[src/rtl/mc_ctrl_pkg.sv]
// mc_ctrl_pkg
// Shared encodings for the multicycle RV32I control unit: FSM state codes,
// opcode constants, ALUOp / ALUControl codes and datapath select encodings.
// Ports: none (package).
package mc_ctrl_pkg;

    typedef enum logic [3:0] {
        S_FETCH  = 4'd0,
        S_DECODE = 4'd1,
        S_MEMADR = 4'd2,
        S_MEMRD  = 4'd3,
        S_MEMWB  = 4'd4,
        S_MEMWR  = 4'd5,
        S_EXECR  = 4'd6,
        S_EXECI  = 4'd7,
        S_ALUWB  = 4'd8,
        S_BEQ    = 4'd9,
        S_JAL    = 4'd10,
        S_TRAP   = 4'd11
    } state_t;

    localparam logic [6:0] OP_LW  = 7'b0000011;
    localparam logic [6:0] OP_SW  = 7'b0100011;
    localparam logic [6:0] OP_R   = 7'b0110011;
    localparam logic [6:0] OP_I   = 7'b0010011;
    localparam logic [6:0] OP_BEQ = 7'b1100011;
    localparam logic [6:0] OP_JAL = 7'b1101111;

    typedef enum logic [1:0] {
        ALUOP_ADD   = 2'b00,
        ALUOP_SUB   = 2'b01,
        ALUOP_FUNCT = 2'b10
    } aluop_t;

    localparam logic [2:0] ALU_ADD = 3'b000;
    localparam logic [2:0] ALU_SUB = 3'b001;
    localparam logic [2:0] ALU_AND = 3'b010;
    localparam logic [2:0] ALU_OR  = 3'b011;
    localparam logic [2:0] ALU_SLT = 3'b101;

    localparam logic [1:0] SRCA_PC    = 2'b00;
    localparam logic [1:0] SRCA_OLDPC = 2'b01;
    localparam logic [1:0] SRCA_A     = 2'b10;

    localparam logic [1:0] SRCB_WD    = 2'b00;
    localparam logic [1:0] SRCB_IMM   = 2'b01;
    localparam logic [1:0] SRCB_FOUR  = 2'b10;

    localparam logic [1:0] RES_ALUOUT    = 2'b00;
    localparam logic [1:0] RES_DATA      = 2'b01;
    localparam logic [1:0] RES_ALURESULT = 2'b10;

    localparam logic [1:0] IMM_I = 2'b00;
    localparam logic [1:0] IMM_S = 2'b01;
    localparam logic [1:0] IMM_B = 2'b10;
    localparam logic [1:0] IMM_J = 2'b11;

    // Immediate format depends only on the opcode, independent of FSM state.
    function automatic logic [1:0] imm_src_of(input logic [6:0] op);
        case (op)
            OP_SW:   return IMM_S;
            OP_BEQ:  return IMM_B;
            OP_JAL:  return IMM_J;
            default: return IMM_I;
        endcase
    endfunction

endpackage

[src/rtl/mc_alu_dec.sv]
// mc_alu_dec
// Combinational ALU decoder: maps ALUOp plus instruction fields to ALUControl.
// Ports:
//   aluop      in  2  add / sub / funct
//   funct3     in  3  Instr[14:12]
//   op5        in  1  Instr[5], distinguishes R-type from I-type
//   funct7b5   in  1  Instr[30]
//   alucontrol out 3  ALU operation code
module mc_alu_dec
    import mc_ctrl_pkg::*;
(
    input  logic [1:0] aluop,
    input  logic [2:0] funct3,
    input  logic       op5,
    input  logic       funct7b5,
    output logic [2:0] alucontrol
);

    always_comb begin
        alucontrol = ALU_ADD;
        case (aluop)
            ALUOP_SUB: alucontrol = ALU_SUB;
            ALUOP_FUNCT: begin
                case (funct3)
                    // Only R-type sub sets both bits; addi with Instr[30]=1 stays add.
                    3'b000:  alucontrol = (op5 & funct7b5) ? ALU_SUB : ALU_ADD;
                    3'b010:  alucontrol = ALU_SLT;
                    3'b110:  alucontrol = ALU_OR;
                    3'b111:  alucontrol = ALU_AND;
                    // Unsupported funct3 degrades to add rather than trapping.
                    default: alucontrol = ALU_ADD;
                endcase
            end
            default: alucontrol = ALU_ADD;
        endcase
    end

endmodule

[src/rtl/mc_controller.sv]
// mc_controller
// Moore FSM control unit for the multicycle RV32I datapath
// (lw, sw, R-type, I-type ALU, beq, jal; any other opcode traps).
// Ports:
//   clk         in   1  rising-edge clock
//   reset       in   1  asynchronous active-high reset
//   op          in   7  Instr[6:0]
//   funct3      in   3  Instr[14:12]
//   funct7b5    in   1  Instr[30]
//   zero        in   1  ALU zero flag
//   PCWrite     out  1  PC enable
//   IRWrite     out  1  instruction / OldPC enable
//   RegWrite    out  1  register-file write enable
//   MemWrite    out  1  data-memory write strobe
//   AddrSrc     out  1  memory address: 0=PC, 1=Result
//   ALUSrcA     out  2  00=PC, 01=OldPC, 10=A
//   ALUSrcB     out  2  00=WriteData, 01=ImmExt, 10=4
//   ResultSrc   out  2  00=ALUOut, 01=Data, 10=ALUResult
//   ImmSrc      out  2  00=I, 01=S, 10=B, 11=J
//   ALUControl  out  3  ALU operation
//   illegal     out  1  sticky unsupported-opcode flag
//
// state    | meaning
// FETCH    | read instr at PC, PC <= PC+4
// DECODE   | ALUOut <= OldPC+imm (branch/jump target), dispatch on op
// MEMADR   | address = A+imm
// MEMRD    | read data memory at ALUOut
// MEMWB    | rd <= loaded data
// MEMWR    | write data memory at ALUOut
// EXECR    | A op B
// EXECI    | A op imm
// ALUWB    | rd <= ALUOut
// BEQ      | compare A-B, branch to ALUOut if zero
// JAL      | PC <= target, ALUOut <= OldPC+4
// TRAP     | unsupported opcode, hold until reset
module mc_controller
    import mc_ctrl_pkg::*;
#(
    parameter state_t RESET_STATE = S_FETCH
) (
    input  logic       clk,
    input  logic       reset,
    input  logic [6:0] op,
    input  logic [2:0] funct3,
    input  logic       funct7b5,
    input  logic       zero,
    output logic       PCWrite,
    output logic       IRWrite,
    output logic       RegWrite,
    output logic       MemWrite,
    output logic       AddrSrc,
    output logic [1:0] ALUSrcA,
    output logic [1:0] ALUSrcB,
    output logic [1:0] ResultSrc,
    output logic [1:0] ImmSrc,
    output logic [2:0] ALUControl,
    output logic       illegal
);

    state_t     state, state_next;
    aluop_t     aluop;
    logic       pc_update, branch;
    logic       ir_write_s, reg_write_s, mem_write_s, addr_src_s, illegal_s;
    logic [1:0] src_a_s, src_b_s, result_src_s;
    logic [2:0] alu_ctl;

    always_ff @(posedge clk or posedge reset) begin
        if (reset) state <= RESET_STATE;
        else       state <= state_next;
    end

    always_comb begin
        state_next = S_FETCH;
        case (state)
            S_FETCH:  state_next = S_DECODE;
            S_DECODE: begin
                case (op)
                    OP_LW, OP_SW: state_next = S_MEMADR;
                    OP_R:         state_next = S_EXECR;
                    OP_I:         state_next = S_EXECI;
                    OP_BEQ:       state_next = S_BEQ;
                    OP_JAL:       state_next = S_JAL;
                    default:      state_next = S_TRAP;
                endcase
            end
            S_MEMADR: state_next = (op == OP_LW) ? S_MEMRD : S_MEMWR;
            S_MEMRD:  state_next = S_MEMWB;
            S_MEMWB:  state_next = S_FETCH;
            S_MEMWR:  state_next = S_FETCH;
            S_EXECR:  state_next = S_ALUWB;
            S_EXECI:  state_next = S_ALUWB;
            S_ALUWB:  state_next = S_FETCH;
            S_BEQ:    state_next = S_FETCH;
            S_JAL:    state_next = S_ALUWB;
            S_TRAP:   state_next = S_TRAP;
            default:  state_next = S_FETCH;
        endcase
    end

    always_comb begin
        pc_update    = 1'b0;
        branch       = 1'b0;
        ir_write_s   = 1'b0;
        reg_write_s  = 1'b0;
        mem_write_s  = 1'b0;
        addr_src_s   = 1'b0;
        illegal_s    = 1'b0;
        src_a_s      = SRCA_PC;
        src_b_s      = SRCB_WD;
        result_src_s = RES_ALUOUT;
        aluop        = ALUOP_ADD;
        case (state)
            S_FETCH: begin
                ir_write_s   = 1'b1;
                pc_update    = 1'b1;
                src_b_s      = SRCB_FOUR;
                result_src_s = RES_ALURESULT;
            end
            S_DECODE: begin
                src_a_s = SRCA_OLDPC;
                src_b_s = SRCB_IMM;
            end
            S_MEMADR: begin
                src_a_s = SRCA_A;
                src_b_s = SRCB_IMM;
            end
            S_MEMRD:  addr_src_s = 1'b1;
            S_MEMWB: begin
                result_src_s = RES_DATA;
                reg_write_s  = 1'b1;
            end
            S_MEMWR: begin
                addr_src_s  = 1'b1;
                mem_write_s = 1'b1;
            end
            S_EXECR: begin
                src_a_s = SRCA_A;
                aluop   = ALUOP_FUNCT;
            end
            S_EXECI: begin
                src_a_s = SRCA_A;
                src_b_s = SRCB_IMM;
                aluop   = ALUOP_FUNCT;
            end
            S_ALUWB:  reg_write_s = 1'b1;
            S_BEQ: begin
                src_a_s = SRCA_A;
                aluop   = ALUOP_SUB;
                branch  = 1'b1;
            end
            S_JAL: begin
                src_a_s   = SRCA_OLDPC;
                src_b_s   = SRCB_FOUR;
                pc_update = 1'b1;
            end
            S_TRAP:   illegal_s = 1'b1;
            default: ;
        endcase
    end

    mc_alu_dec u_alu_dec (
        .aluop      (aluop),
        .funct3     (funct3),
        .op5        (op[5]),
        .funct7b5   (funct7b5),
        .alucontrol (alu_ctl)
    );

    // State is already FETCH while reset is held, so gate outputs explicitly
    // to keep every strobe quiet until reset is released.
    assign PCWrite    = ~reset & (pc_update | (branch & zero));
    assign IRWrite    = ~reset & ir_write_s;
    assign RegWrite   = ~reset & reg_write_s;
    assign MemWrite   = ~reset & mem_write_s;
    assign AddrSrc    = ~reset & addr_src_s;
    assign illegal    = ~reset & illegal_s;
    assign ALUSrcA    = reset ? SRCA_PC    : src_a_s;
    assign ALUSrcB    = reset ? SRCB_WD    : src_b_s;
    assign ResultSrc  = reset ? RES_ALUOUT : result_src_s;
    assign ALUControl = reset ? ALU_ADD    : alu_ctl;
    assign ImmSrc     = imm_src_of(op);

endmodule

[config.mk]
export PLATFORM = sky130hd
export DESIGN_NAME = mc_controller
export DESIGN_NICKNAME = d
export VERILOG_FILES = /design/src/rtl/mc_ctrl_pkg.sv /design/src/rtl/mc_alu_dec.sv /design/src/rtl/mc_controller.sv
export SDC_FILE = /design/constraint.sdc
export NUM_CORES = 1
export LEC_CHECK = 0
export BUFFER_PORTS_ARGS = -buffer_cell sky130_fd_sc_hd__buf_2
export CORE_MARGIN = 5
export CORE_UTILIZATION = 44
export DETAILED_ROUTE_END_ITERATION = 7
export GPL_ROUTABILITY_DRIVEN = 0
export PLACE_DENSITY = 0.77
export SETUP_SLACK_MARGIN = 0.5
export SLEW_MARGIN = 20
export SYNTH_ARGS = -nofsm -noshare
export SYNTH_HDL_FRONTEND = slang
export SYNTH_SLANG_ARGS = --single-unit
[constraint.sdc]
create_clock -name clk -period 2.3 [get_ports clk]
set_input_delay 0.46 -clock clk [delete_from_list [all_inputs] [get_ports clk]]
set_output_delay 0.46 -clock clk [all_outputs]
set_load 0.01 [all_outputs]
* After elaboration in Yosys (flattened, before gate mapping)
Index checks and enable logic that the tools add are counted.
** Storage, ports and cells
- Bits in registers :: 4
- Bits in latches :: 0
- Memory bits (writable) :: 0
- Memory bits (read-only) :: 0
- Output and inout port bits :: 17
- Word-level logic and storage cells :: 66
- Memories kept :: 0
** Operators by class
- $add $sub $neg :: 0
- Multipliers :: 0
- Divide/modulo/power cells :: 0
- $lt $le $gt $ge :: 0
- Equal/unequal tests :: 22
- Shift-type cells :: 0
- Multiplexer cells :: 22
- Bitwise gates (word level) :: 10
- Reductions and logical operators :: 11
** Operators with widths (number)
- 4-bit one-hot mux with 6 select lines :: 1
- 4-bit one-hot mux with 5 select lines :: 1
- 4-bit by 3-bit equality test with 1-bit output, second input constant :: 4
- 4-bit equality test, second input constant :: 4
- 2-bit one-hot mux with 2 select lines :: 4
- 7-bit by 6-bit equality test with 1-bit output, second input constant :: 2
- 7-bit equality test, second input constant :: 2
- 3-bit one-hot mux with 4 select lines :: 1
- 2-bit OR reduction :: 6
- 1-bit bitwise AND :: 8
- 4-bit by 2-bit equality test with 1-bit output, second input constant :: 2
- 1-bit two-way mux :: 8
- 7-bit by 2-bit equality test with 1-bit output, second input constant :: 1
- 7-bit by 5-bit equality test with 1-bit output, second input constant :: 1
- 3-bit equality test, second input constant :: 2
- 2-bit two-way mux :: 3
- 3-bit two-way mux :: 2
- 2-bit one-hot mux with 3 select lines :: 1
- 3-bit one-hot mux with 2 select lines :: 1
- 3-bit OR reduction :: 2
- 4-bit by 1-bit equality test with 1-bit output, second input constant :: 1
- 4-bit zero test :: 1
- 4-bit OR reduction :: 1
- 3-bit by 2-bit equality test with 1-bit output, second input constant :: 1
- 5 further kinds :: 5

* Longest topological paths before layout
Gate-level depths: netlist of the first run.
- Depth after elaboration :: 6
- Gate-level depth with buffers :: 6
- Mapped depth without buffers :: 6

* Hierarchy
From an unflattened synthesis of the first run, not the netlist that was laid out.
** Unflattened totals
- Cell total of the unflattened synthesis :: 83
- Area total of the unflattened synthesis :: 611.8 sq um
** Modules (own cells, without submodules)
- mc_controller :: times used 1, cells an instance 72, area an instance 515.5 sq um, sequential area each 100.1 sq um
- mc_alu_dec :: times used 1, cells an instance 11, area an instance 96.3 sq um, sequential area each 0.0 sq um

* Worst setup path after synthesis of the first run
Ideal clock, no wire load.
- Path type :: register -> output
- Start :: register state[2]
- End :: output port ALUControl[0]
- Data arrival time :: 1552 ps
- Required time :: 1840 ps
- Setup slack :: 288 ps
- Stages on the path, launching flop included :: 5
- Cells stage by stage :: dfrtp_1 nand2b_4 or3_4 ha_1 a211oi_1
** Between the ends
- Word-level cells in the longest chain between the ends :: 6
- Elaborated cells on any way between the ends :: 9
- Classes of those cells :: 5 x eq/ne; 3 x mux; 1 x reduce/logical
** Ends and longest elaborated chain
- from (decl) :: line mc_controller.sv:60 : state_t state, state_next;
- from (signal assigned) :: line mc_controller.sv:69 : else state <= state_next;
- 4-bit by 3-bit equality test with 1-bit output :: line mc_controller.sv:112 : case (state)
- 2-bit OR reduction (no source line)
- 2-bit one-hot mux with 2 select lines (*) :: line mc_controller.sv:112
- 2-bit equality test / 2-bit by 1-bit equality test with 1-bit output (equally long branches) :: line mc_alu_dec.sv:21 : case (aluop)
- 3-bit one-hot mux with 2 select lines (*) :: line mc_alu_dec.sv:21
- 3-bit two-way mux (*) :: line mc_controller.sv:180 : assign ALUControl = reset ? ALU_ADD : alu_ctl;
- to (decl) :: line mc_controller.sv:56 : output logic [2:0] ALUControl,
Every way passes the cells marked *; elsewhere a longest branch is shown, timed or not.

* Worst setup path in the final report of the first run
- Start :: register state[2]
- End :: output port ALUControl[2]
The elaborated chain is that of the path after synthesis.

==> results of run 1 <==
area by class of cell:
| type | instances | area (um^2) | area share [%] |
|---|---|---|---|
| multi-input combinational | 66 | 527 | 53.2 |
| tap | 15 | 18.8 | 1.90 |
| timing repair buffer | 47 | 298 | 30.1 |
| sequential | 4 | 101 | 10.2 |
| inverter | 6 | 22.5 | 2.28 |
| clock buffer | 3 | 22.5 | 2.28 |
how the worst min path moves through the flow:
stage	end	slack (ns)	cells past startpoint
6_report	state[2]	0.25	2
3_3_place_gp	state[2]	0.47	2
2_1_floorplan	state[0]	0.48	2
3_5_place_dp	state[2]	0.48	2
5_1_grt	state[0]	0.26	2
4_1_cts	state[2]	0.23	2
cell usage after synthesis, drive strengths merged:
| master | n | share of area, % |
|---|---|---|
| inv | 6 | 3.6 |
| nor4bb | 1 | 3.9 |
| o21ai | 2 | 1.6 |
| buf | 5 | 5.1 |
| nor4b | 2 | 2.8 |
| a311o | 1 | 1.6 |
| or3 | 2 | 2.8 |
| xor2 | 3 | 4.1 |
| o211a | 1 | 1.6 |
| dfrtp | 4 | 16 |
| or2 | 1 | 0.99 |
| nand2b | 4 | 5.1 |
| nor2 | 6 | 3.6 |
| a31o | 1 | 1.4 |
| nor4 | 2 | 2.0 |
| a211oi | 5 | 7.5 |
| mux2i | 1 | 1.6 |
| and3 | 4 | 3.9 |
| nand2 | 6 | 3.6 |
| nand4b | 1 | 1.4 |
| nor3 | 3 | 2.4 |
| a21boi | 1 | 1.2 |
| a21oi | 2 | 1.6 |
| a31oi | 2 | 2.0 |
| and3b | 1 | 1.4 |
| nor3b | 1 | 1.2 |
| clkbuf | 1 | 0.59 |
| nand3 | 1 | 0.79 |
| nor2b | 1 | 0.99 |
| o22ai | 1 | 0.99 |
| ha | 2 | 3.9 |
| o21bai | 1 | 1.2 |
| and2 | 3 | 3.0 |
| and4 | 2 | 2.8 |
| and2b | 1 | 1.2 |
| nand3b | 1 | 1.2 |
kinds of logic (layout without fill, tap and decap cells):
kind of cell             count (synthesis)  count (layout)  synth area share (%)
AND/OR/NAND/NOR                         43              43                  44.8
AO/OA/AOI/OAI                           17              17                  20.5
buffers and inverters                   12              56                  9.27
flip-flops                               4               4                  15.8
XOR/XNOR                                 3               3                  4.14
adder cells (fa/ha/maj)                  2               2                  3.94
multiplexers                             1               1                  1.58
per-stage QoR:
stage / worst slack (ns) / hold slack, ns / instance area, um^2 / instances
after detailed placement: 0.255 / 0.481 / 821 / 125
after floorplan: 0.376 / 0.479 / 658 / 82
final: 0.0996 / 0.249 / 990 / 141
after global placement: 0.317 / 0.471 / 821 / 125
after global routing: 0.0388 / 0.257 / 990 / 141
after CTS: 0.114 / 0.233 / 927 / 136
repair_timing:
| item | in CTS | in global routing |
|---|---|---|
| pin swaps | 0 | 3 |
| buffers inserted | 7 | 5 |
| cloned | 1 | 0 |
| endpoints found under the setup margin | 13 | 15 |
| gates resized for setup | 9 | 5 |
metal layers:
| metal | routed length, um | global-route usage [%] | vias to the layer above |
|---|---|---|---|
| li1 | - | - | 388 |
| met1 | 936 | 22.2 | 375 |
| met2 | 1150 | 34.3 | 37 |
| met3 | 162 | 5.26 | 6 |
| met4 | 44 | 5.38 | 0 |
| met5 | 0 | 0 | - |
layout by cell type, fill, tap and decap left out, types with 2 or more instances in the layout:
cell type,n
sky130_fd_sc_hd__buf_6,4
sky130_fd_sc_hd__a31oi_1,2
sky130_fd_sc_hd__inv_1,5
sky130_fd_sc_hd__buf_2,31
sky130_fd_sc_hd__nand2b_4,2
sky130_fd_sc_hd__clkbuf_4,3
sky130_fd_sc_hd__buf_4,11
sky130_fd_sc_hd__and4_1,2
sky130_fd_sc_hd__and3_1,3
sky130_fd_sc_hd__xor2_1,3
sky130_fd_sc_hd__nand2_1,6
sky130_fd_sc_hd__a21oi_1,2
sky130_fd_sc_hd__nor3_1,3
sky130_fd_sc_hd__dfrtp_1,3
sky130_fd_sc_hd__o21ai_1,2
sky130_fd_sc_hd__a211oi_2,4
sky130_fd_sc_hd__nor2_1,4
sky130_fd_sc_hd__nor4_1,2
sky130_fd_sc_hd__and2_1,2
sky130_fd_sc_hd__nand2b_1,2
report_power, final:
group	internal [mW]	switching, mW
sequential	0.106	0.0294
combinational	0.473	0.453
clock	0.0586	0.0319
==> results, run 1 <==
- The synthesized instance count is 82.
- Setup repair after global routing could not meet its margin everywhere.
- The H-tree depth reported by CTS is 1.
- During synthesis, Yosys emitted a total of 0 warnings.
- The clock transition at the register clock pins on the worst setup and hold paths after CTS is 0.04 ns.
- Compared with the post-synthesis result, the final layout area differs by 56.0%.
- Data on the critical path is required at its endpoint by 1.84 ns.
- The register with the most flip-flops in the layout has 4 of them.
- Counting I/O delays and the setup requirement, the final critical path takes 2.20 ns.
- The clock passes through at most 2 buffers.
- The overall fraction of global-route tracks in use is 19.2%.
- The number of top-level pins is 31.
- The final antenna diode count is 0.
- The floorplan die height is 48.0 um.
- The final worst clock skew is 0.00135 ns.
- The arrival time of data at the critical path endpoint is 1.74 ns.
- Cells fill 74.2% of the core in the end.
- Grouping stages by cell kind, the critical path spends the most delay in simple AND/OR/NAND/NOR gates.
- The final layout contains routed wiring with a total length of 2300 um.
- The worst ir drop on vdd is 0.000890 V.
- The portion of the clock cycle consumed by the worst path in the final layout is 95.7%.
- The share of layout cells above drive strength 1 is 51.6%.
- The via count of the first global-routing pass is 757.
- The capture point of the worst path is ALUControl[2].
- The detailed-router iteration count before antenna repair is 4.
- The number of routed nets with antenna violations is 0.
- The core region is 0.00133 mm^2.
- The slowest stage of the critical path is the sky130_fd_sc_hd__dfrtp_1 cell.
- The worst setup path is launched from a register.
- The classification of the worst setup path is register to output port.
- The slew at the pin closest to its max-slew limit is 0.386 ns.
- The number of antenna violations at the first check in global routing is 0.
- Across all layers, the routed design uses 806 vias.
- The startpoint identified for the worst register-to-register timing path is state[0].
- The largest registers in the layout are state x4.
- The total power of the final layout is 1.15 mW.
- The count of buffers added on input and output ports is 30.
- The worst-case register-to-register setup slack is 0.88 ns.
- The total negative slack is 0 ns.
- The register with the most flip-flops in the final layout is state.
- The count of distinct cell types in the synthesized netlist is 43.
- The number of buffers inserted during clock tree synthesis is 3.
- The full die area is 0.00230 mm^2.
- The hold violation count in the final report was 0.
- Counting both buffers and inverters, the worst setup path holds a total of 1.
- The critical path starts at state[2].
- The terminus of the critical flop-to-flop path is state[0].
- The half-perimeter wire length of the detailed placement result is 1400 um.
- The max-slew violation count is 0.
- In this run the static leakage power is 0.510 nW.
- The net count of the finished layout is 144.
- The relative slew slack is 74.0%.
- The highest clock frequency the design can meet is 454 MHz.
- The final routed wire length divided by cell count is 16.3 um.
- Setup violations remaining at the end of the flow were counted as 0.
- The worst-case reg-to-reg path depth is 5.
- The critical path goes through nand2b_4, or3_4, ha_4, nor2_1, and4_1, buf_2.
- The number of nets handed over by synthesis was 98.
- The post-route DRC violation count is 0.
- The number of DRC markers after the initial detailed-route iteration is 14.
- Dividing the detail-routed via count by the number of cells gives 5.72.
- The run finished with clean final reports.
- The worst hold path belongs to the class primary input to asynchronous set/reset pin.
- The later-pin clock latency in the skew report is 0.23 ns.
- The total of flip-flops plus latches after synthesis is 4.
- Across the run, the number of max-cap violations was 0.
- The power per unit of standard cell area is 1160 mW/mm^2.
- Entering global routing, the biggest net connects 14 pins.
- The total overflow left after global routing is 0.
- The maximum fanout along the worst path is 2.
- For this configuration, the core starts out at a cell density of 47.6%.
- For this run, the register share of the synthesized area comes to 15.8%.
- The worst setup path is captured at an output port.
- In this run the mean area of a mapped cell was 7.74 um^2.
- The filler cells instantiated in the layout total 102.
- The root cell of the clock tree is sky130_fd_sc_hd__clkbuf_4.
- For this design, the CTS-stage hold fixing added 0 buffers.
- TritonCTS built the clock tree.
- The netlist area before placement is 634 um^2.
- The die width is 48.0 um.
- The clock drives 4 sinks.
- On the worst path, the slowest cell contributes a delay of 0.37 ns.
- The number of standard-cell rows in the floorplan is 13.
- The first global-routing pass estimated 3150 um of wire.
- The critical path runs through a total of 6 cells.
(Power assumes the default switching activity.)
==> run 2, diff against run 1 <==
Settings changed: SETUP_SLACK_MARGIN 0.5 to 0.05, SLEW_MARGIN 20 to default.
==> run 2 against run 1 <==
  * Utilization down 9.2 points
  * Critical endpoint unchanged
  * Largest cell class unchanged
  * Count of clock-buffer cells in the layout unchanged
  * Via count down 9.9%
  * Critical path depth unchanged
  * Total power down 24%
  * Worst hold slack worse by 0.016 ns
  * Non-clock buffer count down 12
==> results, run 2 (synthesized netlist as in run 1, its figures left out) <==
- The run finished with clean final reports.
- Once detail routing completed, the nets flagged for antenna violations numbered 0.
- The category of the worst setup path launch point is a register.
- The detailed-router iteration count before antenna repair is 4.
- Data on the critical path arrives at its endpoint at 1.75 ns.
- The first global-routing pass estimated 2420 um of wire.
- The worst register-to-register path ends at state[0].
- The final antenna diode count is 0.
- Setup repair after global routing could not meet its margin everywhere.
- The via count of the first global-routing pass is 587.
- The clock passes through at most 2 buffers.
- The floorplan step defined a die boundary enclosing 0.00230 mm^2.
- Global routing used 14.8% of the available tracks.
- The number of antenna violations at the first check in global routing is 0.
- The type of the most critical hold path is primary input to asynchronous set/reset pin.
- The root cell of the clock tree is sky130_fd_sc_hd__clkbuf_4.
- Leaving out fill and tap cells, the most frequent cell in the layout is sky130_fd_sc_hd__buf_2.
- The worst setup path is of the register to output port kind.
- The slew at the pin closest to its max-slew limit is 0.419 ns.
- The max-slew violation count came to 0.
- After detailed routing, the number of remaining DRC violations is 0.
- The CTS tree is yes.
- The half-perimeter wire length of the detailed placement result is 1330 um.
- The static leakage power is 0.440 nW.
- Dividing total power by cell area gives a power density of 1010 mW/mm^2.
- The tree built by TritonCTS fans out to 4 sinks.
- Ranked by flip-flop count, first place goes to state.
- The worst-case register-to-register setup slack is 1.07 ns.
- The H-tree depth reported by CTS is 1.
- The quantity of hold-fixing buffers added after cts is 0.
- The maximum number of pins on one net before global-route repair is 18.
- The number of vias in the routed layout is 726.
- In this run the critical register-to-register path is launched from state[0].
- The slowest stage of the critical path is the sky130_fd_sc_hd__or3_4 cell.
- The critical path goes through nand2b_4, or3_4, ha_4, nor2_2, and4_1, buf_2.
- Once the floorplan was initialized, standard cells occupied 47.6% of the core.
- From bottom edge to top edge, the die measures 48.0 um.
- Cells with a size suffix above 1 make up 43.0% of the layout.
- In this run the count of I/O pins placed on the die edge is 31.
- Of the available clock period, the critical path in the final layout requires 96.3%.
- Counting cells, the worst reg-to-reg path comes to 4.
- STA puts the critical path data required time at 1.84 ns.
- After detailed routing, the number of vias per cell comes to 5.63.
- The final routed wire length divided by cell count is 13.3 um.
- VDD sags by at most 0.000427 V.
- The routed design has 1710 um of wire.
- The total congestion overflow after global routing is 0.
- Counting I/O delays and the setup requirement, the final critical path takes 2.21 ns.
- The later-pin clock latency in the skew report is 0.23 ns.
- The critical path starts at state[2].
- The worst-case hold slack is 0.233 ns.
- The largest single stage delay on the critical path is 0.40 ns.
- The flip-flop count of the largest register after layout is 4.
- Clock skew on the completed layout was measured at 0.00138 ns.
- The hold violation count in the final report was 0.
- The type of destination of the critical path is an output port.
- Timing would allow up to 452 MHz.
- Across the run, the number of max-cap violations was 0.
- The capture point of the worst path is ALUControl[2].
- Summed over all failing endpoints, the final setup total negative slack is 0 ns.
- The area inside the core boundary is 0.00133 mm^2.
- After floorplanning, the core was divided into 13 placement rows.
- In the layout the commonest cells are sky130_fd_sc_hd__buf_2, sky130_fd_sc_hd__nand2_1, sky130_fd_sc_hd__inv_1, sky130_fd_sc_hd__nor2_1, sky130_fd_sc_hd__dfrtp_1.
- After the last flow step, the layout net total stands at 132.
- The number of buffers inserted during clock tree synthesis is 3.
- The number of DRC markers after the initial detailed-route iteration is 19.
- The maximum fanout along the worst path is 3.
- Port buffering added 30 buffers.
- The clock transition at the register clock pins on the worst setup and hold paths after CTS is 0.04 ns.
- The layout overhead on the synthesized area is 36.7%.
- The filler cell count in the final layout is 117.
- The die is 48.0 um wide.
- In this run the tightest slew margin relative to its limit is 71.7%.
- The total setup violations reported at the end of the flow is 0.
- The largest registers in the layout are state x4.
[run 2: how the worst min path moves through the flow]
stage	cells past startpoint	end	from
4_1_cts	2	state[1]	reset
2_1_floorplan	2	state[0]	reset
6_report	2	state[1]	reset
3_5_place_dp	2	state[0]	reset
5_1_grt	2	state[1]	reset
3_3_place_gp	2	state[0]	reset
[run 2: timing repair]
item	4_1_cts	5_1_grt
resized for setup	2	7
setup endpoints to repair	2	2
cloned	0	0
setup buffers	0	1
pin swaps	0	4
[run 2: per-layer routing]
metal  vias to the layer above  part of all wire [%]  global-route usage (%)
met2                        20                    52                    28.2
met4                         0                  0.70                    4.30
met5                         -                     0                       0
met3                         2                   7.4                    2.26
met1                       339                    40                    16.4
li1                        365                     -                       -
[run 2: critical path: cells and delay by family (launching register included)]
family	cells	cell delay, ns
buffers and inverters	1	0.13
flip-flops	1	0.37
adder cells (fa/ha/maj)	1	0.29
AND/OR/NAND/NOR	4	0.74
[run 2: cell type report]
| cell class | instances | area (um^2) | share of cell area, % |
|---|---|---|---|
| Sequential cell | 4 | 100 | 11.5 |
| Multi-Input combinational cell | 66 | 508 | 58.6 |
| Timing Repair Buffer | 35 | 195 | 22.5 |
| Tap cell | 15 | 18.8 | 2.16 |
| Inverter | 6 | 22.5 | 2.60 |
| Clock buffer | 3 | 22.5 | 2.60 |
[run 2: where the power goes]
group	leakage (nW)	total (mW)	internal, mW	switching [mW]
combinational	0.376	0.670	0.310	0.360
clock	0.0138	0.0832	0.0581	0.0251
sequential	0.0501	0.127	0.104	0.0227
total	0.440	0.880	0.473	0.408
[run 2: through the flow]
step           power, mW  instance area, um^2  util [%]  worst slack (ns)  instances
2_1_floorplan      0.589                  634         -             0.288         82
3_3_place_gp       0.734                  797      59.8             0.320        125
3_5_place_dp       0.749                  797      59.8             0.279        125
4_1_cts            0.855                  836      62.7            0.0494        128
5_1_grt            0.954                  867      65.0            0.0288        129
6_report           0.880                  867      65.0            0.0856        129
==> run 3, diff against run 2 <==
Settings changed: CELL_PAD_IN_SITES_DETAIL_PLACEMENT from default to 2, CELL_PAD_IN_SITES_GLOBAL_PLACEMENT from default to 2, CORE_UTILIZATION 44 to 23, PLACE_DENSITY 0.77 to default, PLACE_DENSITY_LB_ADDON from default to 0.1.
==> run 3 against run 2 <==
  * Count of clock-buffer cells in the layout unchanged
  * Total power up 4.2%
  * Final cell count grew 15%
  * Sequential power grew 4%
  * Register-to-register slack got worse by 0.09 ns
  * Utilization down 32 points
  * Combinational power is 4.3% higher
  * Critical path type unchanged
  * Largest cell class unchanged
  * Highest routed layer unchanged
==> results, run 3 (synthesized netlist as in run 1, its figures left out) <==
- The met3 track utilization from global routing is 3.06%.
- Counting both buffers and inverters, the worst setup path holds a total of 1.
- After floorplanning, the core was divided into 19 placement rows.
- The maximum number of pins on one net before global-route repair is 15.
- The largest stage delay on the critical path is 0.38 ns.
- The later-pin clock latency in the skew report is 0.23 ns.
- The number of routed nets with antenna violations is 0.
- In the routed layout, each cell is associated on average with a via count of 5.01.
- The floorplan step defined a die boundary enclosing 0.00391 mm^2.
- The floorplan step set the die width to 62.5 um.
- Across all setup checks in the final design, the least slack found is 0.0959 ns.
- The worst-case reg-to-reg path depth is 4.
- The initial cell density of the core is 23.4%.
- The max-slew violation count is 0.
- Final hold analysis gives a worst-case slack of 0.232 ns.
- The portion of the clock cycle consumed by the worst path in the final layout is 95.8%.
- TritonCTS created 3 clock buffers.
- The relative slew slack is 76.5%.
- The overall routed net length is 2170 um.
- The cell type of the slowest stage on the worst timing path is sky130_fd_sc_hd__dfrtp_1.
- Across all layers, the routed design uses 742 vias.
- The first routing iteration left 16 violations.
- In this run the static leakage power is 0.454 nW.
- Along the worst path, the maximum fanout reaches 3.
- The slew at the pin closest to its max-slew limit is 0.352 ns.
- The pre-antenna-repair detailed-routing pass consisted of 2 iterations.
- The critical path goes through nand2b_4, or3_4, ha_4, nor2b_2, and4_1, buf_2.
- From synthesis to final layout, the design area changed by 40.8%.
- The met2 demand-to-capacity share in global routing is 20.5%.
- The final worst clock skew is 0.00327 ns.
- Following the worst setup path forward leads to its endpoint at ALUControl[2].
- Summed over all layers, the global routing overflow is 0.
- The number of cells on the critical path is 6.
- The number of antenna violations at the first check in global routing is 0.
- The total power of the final layout is 0.917 mW.
- The number of clock sinks is 4.
- For this run, the total global-route usage over all layers was measured as 11.3%.
- The worst ir drop on vdd is 0.000415 V.
- The number of violations of the max-capacitance limit is 0.
- The HPWL after detailed placement is 1750 um.
- The number of top-level pins is 31.
- The required time of the critical path is 1.84 ns.
- No sink is reached through more buffers than the 2 on the longest clock path.
- The CTS tree is yes.
- The type of destination of the critical path is an output port.
- The die is 62.5 um tall.
- In this run the power density over the cells is 1030 mW/mm^2.
- The worst reg2reg path startpoint is state[0].
- The net count of the finished layout is 135.
- The type of the most critical hold path is primary input to asynchronous set/reset pin.
- After global routing, the most crowded layer is met2.
- After detailed routing, the average wire length per cell comes to 14.7 um.
- By startpoint and endpoint, the worst setup path is classified as register to output port.
- The quantity of hold-fixing buffers added after cts is 0.
- In the final layout, the registers with the most flip-flops are state x4.
- The cell class contributing the biggest share of worst-path delay is simple AND/OR/NAND/NOR gates.
- The total negative slack is 0 ns.
- The fraction of met1 tracks used by global routing is 12.8%.
- The setup check on the worst reg-to-reg path leaves a slack of 0.98 ns.
- The hold violation count in the final report is 0.
- state holds more flip-flops than any other register.
- The post-route DRC violation count is 0.
- The number of antenna diodes in the final layout is 0.
- Setup repair after global routing could not meet its margin everywhere.
- The worst path in the final design needs a cycle of 2.20 ns, including I/O delays and setup.
- The worst setup path is launched from a register.
- For the worst setup path, the data arrival time is 1.74 ns.
- The global-route wire length before repair is 3710 um.
- The placed instances occupy a cell area of 817 um^2.
- The root cell of the clock tree is sky130_fd_sc_hd__clkbuf_4.
- The total area inside the core boundary comes to 0.00271 mm^2.
- The H-tree depth reported by CTS is 1.
- The share of layout cells above drive strength 1 is 42.7%.
- The run finished with clean final reports.
- In the layout the commonest cells are sky130_fd_sc_hd__buf_2, sky130_fd_sc_hd__buf_4, sky130_fd_sc_hd__nand2_1, sky130_fd_sc_hd__nor2_1, sky130_fd_sc_hd__inv_1.
- Setup violations remaining at the end of the flow were counted as 0.
- At the placement stage, the worst setup path has a slack of 0.242 ns.
- The via count of the first global-routing pass came to 816.
- Timing would allow up to 454 MHz.
- The worst register-to-register path ends at state[0].
- After clock tree synthesis, the clock-pin slew on the worst setup and hold paths is 0.04 ns.
- The area of all placed cells without fillers is 893 um^2.
- The critical path launch point is state[2].
- The library cell used most frequently in the layout, excluding fill and tap cells, is sky130_fd_sc_hd__buf_2.
- The flip-flop count of the largest register after layout is 4.
- Port buffering added 30 buffers.
-- run 3: changes by cell type in the layout (fill, tap and decap cells not counted), sizes merged --
cell  previous run  this run
buf             35        38
-- run 3: metal layers --
metal  up-vias  share of wire, %
met5         -                 0
met4         0              0.78
met3         2               4.0
met2        13                51
met1       357                44
li1        370                 -
-- run 3: final cells by class --
| type | count | area (um^2) |
|---|---|---|
| Fill cell | 338 | 1820 |
| Multi-Input combinational cell | 66 | 495 |
| Timing Repair Buffer | 38 | 214 |
| Sequential cell | 4 | 100 |
| Tap cell | 31 | 38.8 |
| Clock buffer | 3 | 22.5 |
| Inverter | 6 | 22.5 |
-- run 3: worst min path at each step --
stage | startpoint | end | slack, ns | cells after the start
2_1_floorplan | reset | state[0] | 0.46 | 2
3_3_place_gp | reset | state[0] | 0.48 | 2
3_5_place_dp | reset | state[1] | 0.49 | 2
4_1_cts | reset | state[1] | 0.24 | 2
5_1_grt | reset | state[1] | 0.25 | 2
6_report | reset | state[1] | 0.23 | 2
-- run 3: per-stage QoR --
step,cells,utilization (%)
after floorplan,82,-
after global placement,141,30.1
after detailed placement,141,30.1
after CTS,144,31.6
after global routing,148,33.0
final,148,33.0
-- run 3: timing repair --
item / 4_1_cts / 5_1_grt
setup endpoints to repair: 2 / 2
setup buffers: 0 / 4
gates resized for setup: 2 / 2
-- run 3: worst reg2reg max path, stage by stage (launching register included) --
cell	delay, ns
sky130_fd_sc_hd__dfrtp_1	0.40
sky130_fd_sc_hd__buf_4	0.20
sky130_fd_sc_hd__nor2_1	0.31
sky130_fd_sc_hd__nor4_1	0.11
sky130_fd_sc_hd__a211oi_2	0.21
-- run 3: report_power, final --
group	total, mW	switching, mW	internal [mW]
sequential	0.132	0.0281	0.104
clock	0.0852	0.0270	0.0582
combinational	0.699	0.374	0.325
total	0.917	0.429	0.488
